`config.mk`:
```
export PLATFORM = sky130hd
export DESIGN_NAME = minimig_autoconfig_chain
export DESIGN_NICKNAME = d
export VERILOG_FILES = /design/src/rtl/minimig_autoconfig_chain.sv
export SDC_FILE = /design/constraint.sdc
export NUM_CORES = 1
export LEC_CHECK = 0
export BUFFER_PORTS_ARGS = -buffer_cell sky130_fd_sc_hd__buf_2
export CAP_MARGIN = 20
export CORE_MARGIN = 2
export CORE_UTILIZATION = 48
export CTS_CLUSTER_SIZE = 12
export DETAILED_ROUTE_END_ITERATION = 8
export PLACE_DENSITY_LB_ADDON = 0.05
export RECOVER_POWER = 25
export SETUP_SLACK_MARGIN = 0.5
export SLEW_MARGIN = 25
export SYNTH_ARGS = -nofsm -noshare
export SYNTH_HDL_FRONTEND = slang
export SYNTH_SLANG_ARGS = --single-unit
export TNS_END_PERCENT = 100
```
`constraint.sdc`:
```
create_clock -name clk -period 7.1 [get_ports clk]
set_input_delay 1.065 -clock clk [delete_from_list [all_inputs] [get_ports clk]]
set_output_delay 1.065 -clock clk [all_outputs]
set_load 0.02 [all_outputs]
```
`src/rtl/minimig_autoconfig_chain.sv`:
```
// AutoConfig chain: presents each enabled virtual board in turn in the $E8xxxx
// config space, then records the base address it is given or the shut-up.
module minimig_autoconfig_chain #(
  parameter int          NUM_BOARDS   = 3,
  parameter logic [15:0] MANUFACTURER = 16'h07DB,
  parameter logic [31:0] SERIAL       = 32'h0000_0001
) (
  input  logic                      clk,
  input  logic                      reset,
  input  logic                      clk7_en,
  input  logic [6:0]                address_in,
  input  logic [15:0]               data_in,
  input  logic                      rd,
  input  logic                      hwr,
  input  logic                      lwr,
  input  logic                      sel,
  input  logic [NUM_BOARDS-1:0]     board_enable,
  input  logic [NUM_BOARDS-1:0]     board_zorro3,
  input  logic [3*NUM_BOARDS-1:0]   board_size,
  input  logic [8*NUM_BOARDS-1:0]   board_product,
  output logic [15:0]               data_out,
  output logic                      config_out,
  output logic [NUM_BOARDS-1:0]     board_configured,
  output logic [NUM_BOARDS-1:0]     board_shutup,
  output logic [16*NUM_BOARDS-1:0]  board_base
);

  localparam int IDX_W = (NUM_BOARDS > 1) ? $clog2(NUM_BOARDS) : 1;

  typedef enum logic [1:0] {
    ST_INIT   = 2'd0,
    ST_ACTIVE = 2'd1,
    ST_DONE   = 2'd2
  } state_t;

  state_t                  state_r;
  logic [IDX_W-1:0]        cur_r;
  logic [NUM_BOARDS-1:0]   en_snap_r;
  logic [15:0]             base_r    [NUM_BOARDS];
  logic [2:0]              size_s    [NUM_BOARDS];
  logic [7:0]              product_s [NUM_BOARDS];

  logic [7:0]       offset_s;
  logic             zorro3_s;
  logic [7:0]       type_s;
  logic [7:0]       flags_s;
  logic [7:0]       prod_s;
  logic [31:0]      serial_s;
  logic [3:0]       nibble_s;
  logic             wr_s;
  logic             cfg_hit_s;
  logic             shut_hit_s;
  logic [IDX_W:0]   first_s;
  logic [IDX_W:0]   next_s;
  logic             unused_s;

  // Returns {found, index} of the lowest enabled slot at or above start.
  function automatic logic [IDX_W:0] find_from(input logic [NUM_BOARDS-1:0] en,
                                               input int start);
    logic [IDX_W:0] res;
    res = {(IDX_W+1){1'b0}};
    for (int i = NUM_BOARDS - 1; i >= 0; i--) begin
      if (i >= start && en[i]) begin
        res = {1'b1, IDX_W'(i)};
      end
    end
    return res;
  endfunction

  for (genvar g = 0; g < NUM_BOARDS; g++) begin : g_slot
    assign size_s[g]               = board_size[3*g +: 3];
    assign product_s[g]            = board_product[8*g +: 8];
    assign board_base[16*g +: 16]  = base_r[g];
  end

  assign offset_s   = {address_in, 1'b0};
  assign zorro3_s   = board_zorro3[cur_r];
  assign wr_s       = clk7_en & sel & (hwr | lwr);
  assign cfg_hit_s  = zorro3_s ? (offset_s == 8'h44) : (offset_s == 8'h48);
  assign shut_hit_s = (offset_s == 8'h4C);
  assign first_s    = find_from(board_enable, 0);
  assign next_s     = find_from(en_snap_r, int'(cur_r) + 1);
  assign unused_s   = rd;

  // Descriptor nibble for the current board at the addressed offset.
  always_comb begin
    type_s   = {(zorro3_s ? 2'b10 : 2'b11), 3'b100, size_s[cur_r]};
    flags_s  = zorro3_s ? 8'h20 : 8'h00;
    prod_s   = product_s[cur_r];
    serial_s = SERIAL + {{(32-IDX_W){1'b0}}, cur_r};
    case (offset_s)
      8'h00:   nibble_s = type_s[7:4];
      8'h02:   nibble_s = type_s[3:0];
      8'h04:   nibble_s = ~prod_s[7:4];
      8'h06:   nibble_s = ~prod_s[3:0];
      8'h08:   nibble_s = ~flags_s[7:4];
      8'h0A:   nibble_s = ~flags_s[3:0];
      8'h10:   nibble_s = ~MANUFACTURER[15:12];
      8'h12:   nibble_s = ~MANUFACTURER[11:8];
      8'h14:   nibble_s = ~MANUFACTURER[7:4];
      8'h16:   nibble_s = ~MANUFACTURER[3:0];
      8'h18:   nibble_s = ~serial_s[31:28];
      8'h1A:   nibble_s = ~serial_s[27:24];
      8'h1C:   nibble_s = ~serial_s[23:20];
      8'h1E:   nibble_s = ~serial_s[19:16];
      8'h20:   nibble_s = ~serial_s[15:12];
      8'h22:   nibble_s = ~serial_s[11:8];
      8'h24:   nibble_s = ~serial_s[7:4];
      8'h26:   nibble_s = ~serial_s[3:0];
      default: nibble_s = 4'hF;
    endcase
  end

  assign data_out = (sel && state_r == ST_ACTIVE) ? {nibble_s, 12'hFFF} : 16'h0000;

  // Chain sequencing: snapshot enables, then walk boards on each accepted write.
  always_ff @(posedge clk) begin
    if (reset) begin
      state_r          <= ST_INIT;
      cur_r            <= {IDX_W{1'b0}};
      en_snap_r        <= {NUM_BOARDS{1'b0}};
      config_out       <= 1'b0;
      board_configured <= {NUM_BOARDS{1'b0}};
      board_shutup     <= {NUM_BOARDS{1'b0}};
      for (int i = 0; i < NUM_BOARDS; i++) begin
        base_r[i] <= 16'h0000;
      end
    end else begin
      case (state_r)
        ST_INIT: begin
          en_snap_r <= board_enable;
          if (first_s[IDX_W]) begin
            cur_r   <= first_s[IDX_W-1:0];
            state_r <= ST_ACTIVE;
          end else begin
            state_r    <= ST_DONE;
            config_out <= 1'b1;
          end
        end
        ST_ACTIVE: begin
          if (wr_s && (cfg_hit_s || shut_hit_s)) begin
            if (cfg_hit_s) begin
              base_r[cur_r]           <= zorro3_s ? data_in : {8'h00, data_in[15:8]};
              board_configured[cur_r] <= 1'b1;
            end else begin
              board_shutup[cur_r] <= 1'b1;
            end
            if (next_s[IDX_W]) begin
              cur_r <= next_s[IDX_W-1:0];
            end else begin
              state_r    <= ST_DONE;
              config_out <= 1'b1;
            end
          end
        end
        ST_DONE: begin
          config_out <= 1'b1;
        end
        default: begin
          state_r <= ST_INIT;
        end
      endcase
    end
  end

endmodule

```
# After elaboration in Yosys (flattened, before gate mapping)
# Memories as Yosys holds them, arrays and structs flattened.
# Index checks and enable logic that the tools add are counted.
word_totals:
  out_inout_bits: 71
  register_bits: 14
  inputBits: 69
  wordCells: 122
  memories: 1
  mem_bits_rw: 48
mem_list:
  columns: ["memory", "words", "width", "rd", "rd_ports_with_merged_regs", "write_ports", "line", "text"]
  rows:
  - ["base_r", 3, 16, 3, 0, 3, "39", "logic [15:0] base_r [NUM_BOARDS];"]
op_classes:
  eq_ne: 26
  mux: 44
  n_reduce_logical: 17
  add_sub_neg: 2
  bitwise_logic: 20
  n_lt_le_gt_ge: 6
ops:
  columns: ["cell", "count"]
  rows:
  - ["4-bit one-hot mux with 17 select lines", 1]
  - ["7-bit by 4-bit equality test with 1-bit output, second input constant", 7]
  - ["16-bit 2-to-1 mux", 3]
  - ["7-bit by 5-bit equality test with 1-bit output, second input constant", 4]
  - ["1-bit inverter with 4-bit output, first input constant", 7]
  - ["3-bit 2-to-1 mux", 8]
  - ["7-bit by 6-bit equality test with 1-bit output, second input constant", 3]
  - ["8-bit binary-select mux with 2-bit select", 1]
  - ["8-bit 2-to-1 mux", 2]
  - ["16-bit OR reduction", 1]
  - ["1-bit 2-to-1 mux", 15]
  - ["7-bit by 2-bit equality test with 1-bit output, second input constant", 2]
  - ["7-bit by 3-bit equality test with 1-bit output, second input constant", 2]
  - ["2-bit 2-to-1 mux", 7]
  - ["4-bit inverter", 3]
  - ["3-bit AND reduction", 3]
  - ["8-bit logical NOT", 1]
  - ["2-bit != test, second input constant", 4]
  - ["4-bit AND reduction", 2]
  - ["7-bit by 1-bit equality test with 1-bit output, second input constant", 1]
  - ["3-bit binary-select mux with 2-bit select", 1]
  - ["1-bit by 3-bit greater-or-equal comparator with 1-bit output, first input constant", 2]
  - ["1-bit logical AND", 6]
  - ["6-bit 2-to-1 mux", 1]
  - ["25 further kinds", 28]

# Logic depth before layout (Yosys ltp)
logic_depth:
  word_depth: 11
  mapped_depth: 10
  ltp_nobuf: 7

# Least setup slack after synthesis
# OpenSTA, ideal clock, no wires.
synth_timing:
  path_type: "in2out"
  from: "input address_in[0]"
  to: "output data_out[13]"
  arrival_ns: 2.361
  t_required_ns: 6.035
  path_buffers: 1
  path_stages: 6
  path_slack_ns: 3.674
  path_cell_list: "clkbuf_1 -> inv_1 -> a221o_1 -> nand3_1 -> o211ai_1 -> a21boi_0"
synth_via:
  elab_chain_len: 3
  elab_cells_between_ends: 19
  cone_classes: "16 x eq/ne; 2 x mux; 1 x reduce/logical"
synth_lines:
  columns: ["element", "line", "text"]
  rows:
  - ["start, declared", "11", "input logic [6:0] address_in,"]
  - ["7-bit by 5-bit equality test with 1-bit output, or another cell as far along", "91", "case (offset_s)"]
  - ["4-bit one-hot mux with 17 select lines (*)", "91", null]
  - ["16-bit 2-to-1 mux (*)", "114", "assign data_out = (sel && state_r == ST_ACTIVE) ? {nibble_s, 12'hFFF} : 16'h0000;"]
  - ["end, declared", "21", "output logic [15:0] data_out,"]
# Every way passes the cells marked *; elsewhere a longest branch is shown, timed or not.

# Final worst setup path
layout_timing:
  from: "register cur_r[1]"
  to: "output data_out[13]"
layout_via:
  elab_chain_len: 7
  elab_cells_between_ends: 17
  cone_classes: "1 x add/sub; 11 x mux; 5 x bitwise"
layout_lines:
  columns: ["element", "line", "text"]
  rows:
  - ["start, declared", "37", "logic [IDX_W-1:0] cur_r;"]
  - ["start signal, assigned", "120", "cur_r <= {IDX_W{1'b0}};"]
  - ["start signal, assigned", "133", "cur_r <= first_s[IDX_W-1:0];"]
  - ["start signal, assigned", "149", "cur_r <= next_s[IDX_W-1:0];"]
  - ["2-bit inverter with 3-bit output (not written as such)", "87, 89", null]
  - ["8-bit binary-select mux with 2-bit select", "89", "prod_s = product_s[cur_r];"]
  - ["8-bit 2-to-1 mux (not written as such) (2 in a row)", "89", null]
  - ["4-bit inverter, on equally long branches", "95, 94", null]
  - ["4-bit one-hot mux with 17 select lines (*)", "91", null]
  - ["16-bit 2-to-1 mux (*)", "114", null]
# Every way passes the cells marked *; elsewhere a longest branch is shown, timed or not. The select of a mux whose other input is x is not followed.

==> flow_summary.ini <==
[timing]
setup_tns_after_final_layout_ns = 0
worst_slack_ns = 3.018
final-max-slew-violation-count = 0
fin_crit_sh = 0.5750
fmax_mhz = 244.9
hold_violations = 0
finalHoldWorstSlack_ns = 0.4759
grt_setup_unrepaired = false
minimum_clock_period_after_layout_ns = 4.082
finalClockSkew_ns = 0.008651
timing.max_slew.rel_slack = 0.3479
finalSetupViolations = 0
worst-slew-pin-transition_ns = 0.9592

[synthesis]
synth_top_cell_area_share = 0.4249
ys_async_sr_fraction = 0
postSynthNetCount = 385
synth-main-ff-cell = sky130_fd_sc_hd__edfxtp_1
synth.avg_cell_area_um2 = 11.08
yosysTopAreaCell = sky130_fd_sc_hd__edfxtp_1
synth-edff-count = 48
synth_cell_types = 52
largest_cells_by_area_after_synthesis = sky130_fd_sc_hd__edfxtp_1 42%, sky130_fd_sc_hd__dfxtp_1 8.3%, sky130_fd_sc_hd__mux2i_1 6.5%, sky130_fd_sc_hd__and3_1 4.4%, sky130_fd_sc_hd__nor2_1 4.2%
sequential_share_of_the_synthesized_area = 0.5076
synth_cells = 306
post_synthesis_instance_area_um2 = 3392
synth.ff_latch_count = 62
ys.warnings.count = 0

[grt]
largest_net_degree_at_the_start_of_global_routing = 25
grt_pass1_wl_um = 12110
globalRouteOverflowTotal = 0
grt_pass1_vias = 2521
antenna_violations_before_repair = 0
grt_util_all_layers = 0.2055

[route]
post-route-drc-count = 0
drt_first_pass_iters = 5
postRouteWirelength_um = 7964
route.detailed.vias_per_inst = 5.232
drt_antenna_net_count = 0
wire_per_inst_um = 15.17
drt_iter0_drcs = 171
vias = 2747

[finish]
filler_cell_count = 620
layout-area-overhead-vs-synth_pct = 23.79
final_core_utilization = 0.6147
multi_input_comb_area_um2 = 1424
nNetsFinal = 503
regArea_um2 = 1722
layout-drive-gt1-share = 0.2984
final_cell_count_no_fill = 525
diodes = 0
layout_commonest_cell = sky130_fd_sc_hd__buf_2
final_cell_area_um2 = 4199
final_cell_mix = 95 x sky130_fd_sc_hd__buf_2, 48 x sky130_fd_sc_hd__edfxtp_1, 43 x sky130_fd_sc_hd__clkbuf_1

[worst_setup_path]
crit_required_ns = 6.03
criticalPathCategory = reg2out
crit_fanout = 20
worstPathArrival_ns = 3.02
crit_path_start_kind = flip-flop
worstSetupEndpointType = output pin
slowest_delay_ns = 0.96
cell_at_the_slowest_stage_of_the_critical_path = sky130_fd_sc_hd__dfxtp_1
path_cells = mux2i_4, mux2i_2, o22ai_1, nor4_1, a21boi_0, buf_2

[clocking]
clk-insertion-delay-late_ns = 0.34
root_buffer = sky130_fd_sc_hd__clkbuf_8
h-tree-depth = 3
numCtsBuffers = 9
post_cts_hold_buffer_count = 0
post-cts-setup-buffers = 0
cts_tree = built
tritoncts_num_sinks = 62
clkTransAtPathRegs_ns = 0.08
cts-root-to-sink-buffers = 2
cts.repair.resized = 0

[outcome]
status = complete, no violations

[floorplan]
design.portCount = 140
placeableCoreArea_um2 = 6832
die_y_um = 88.07
die-width_um = 88.07
floorplan.initialDensity = 0.4965
placementRows = 30
die_area_um2 = 7755

[power_and_ir_drop]
ir_drop_mv = 0.1837
power_density_nw_per_um2 = 279.2
leakage_nw = 1.829
p_total_mw = 1.172

[min_path]
path_class_of_the_lowest_slack_min_delay_path = reg2reg

[place]
globalplace.congestion = 0.8617
port_buffers = 138
preCtsSetupSlack_ns = 3.170
dp.final_hpwl_um = 5697
postPlaceCellArea_um2 = 4001
placed_cells = 509

[job]
cap_viol_max_count = 0
## power breakdown
part | total, mW | leakage [nW] | internal (mW) | switching [mW]
combinational | 0.334 | 1.09 | 0.129 | 0.206
clock | 0.397 | 0.127 | 0.239 | 0.158
sequential | 0.441 | 0.610 | 0.413 | 0.0278
total | 1.17 | 1.83 | 0.781 | 0.391
## synth_stat cells (4+ instances only)
library cell	count
sky130_fd_sc_hd__a21oi_1	11
sky130_fd_sc_hd__a31oi_1	5
sky130_fd_sc_hd__and3_1	24
sky130_fd_sc_hd__buf_2	5
sky130_fd_sc_hd__buf_4	13
sky130_fd_sc_hd__buf_6	4
sky130_fd_sc_hd__clkbuf_1	9
sky130_fd_sc_hd__dfxtp_1	14
sky130_fd_sc_hd__edfxtp_1	48
sky130_fd_sc_hd__ha_1	10
sky130_fd_sc_hd__inv_1	12
sky130_fd_sc_hd__mux2_2	4
sky130_fd_sc_hd__mux2i_1	22
sky130_fd_sc_hd__nand2_1	9
sky130_fd_sc_hd__nand2b_1	10
sky130_fd_sc_hd__nor2_1	38
sky130_fd_sc_hd__nor2b_1	4
sky130_fd_sc_hd__nor3_1	5
sky130_fd_sc_hd__o21ai_0	11
## worst max-delay path: cells and delay by family, from the launching register on
family,cells,cell delay (ns)
compound gates,2,0.35
buf+inv,1,0.17
mux,2,0.93
flops,1,0.96
simple gates,1,0.26
## area by class of cell
| class | instances | area share |
|---|---|---|
| flip-flops and latches | 62 | 0.4100 |
| multi-input cells | 201 | 0.3391 |
| repair buffers | 138 | 0.1517 |
| clock inverters | 7 | 0.03039 |
| clock buffers | 9 | 0.02950 |
| well taps | 96 | 0.02861 |
| inverters | 12 | 0.01073 |
## sequential cells by signal, indices dropped and copies added (netlist names)
register	cells
base_r	48
board_configured	3
board_shutup	3
config_out	1
cur_r	2
en_snap_r	3
state_r	2
## cells by family after synthesis
logic type	Yosys count	share of synthesized area
buffers and inverters	43	0.07266
multiplexers	30	0.09885
AND/OR/NAND/NOR	106	0.1678
AO/OA/AOI/OAI	55	0.1162
flip-flops	62	0.5076
adder cells (fa/ha/maj)	10	0.03689
## final timing paths
check,slack (ns),start,depth (start not counted),endpoint
worst max-delay path,3.02,cur_r[1],6,data_out[13]
worst min-delay path,0.48,board_shutup[2],2,board_shutup[2]
worst max register to register,3.37,cur_r[1],5,base_r[2][8]
worst min register to register,0.48,board_shutup[2],2,board_shutup[2]
## per-layer routing
metal	wire, um	vias to the layer above	GRT usage
li1	-	1355	-
met1	3472	1268	0.2618
met2	3835	114	0.3423
met3	535	10	0.05090
met4	120	0	0.07300
met5	0	-	0
(Power assumes the default switching activity.)
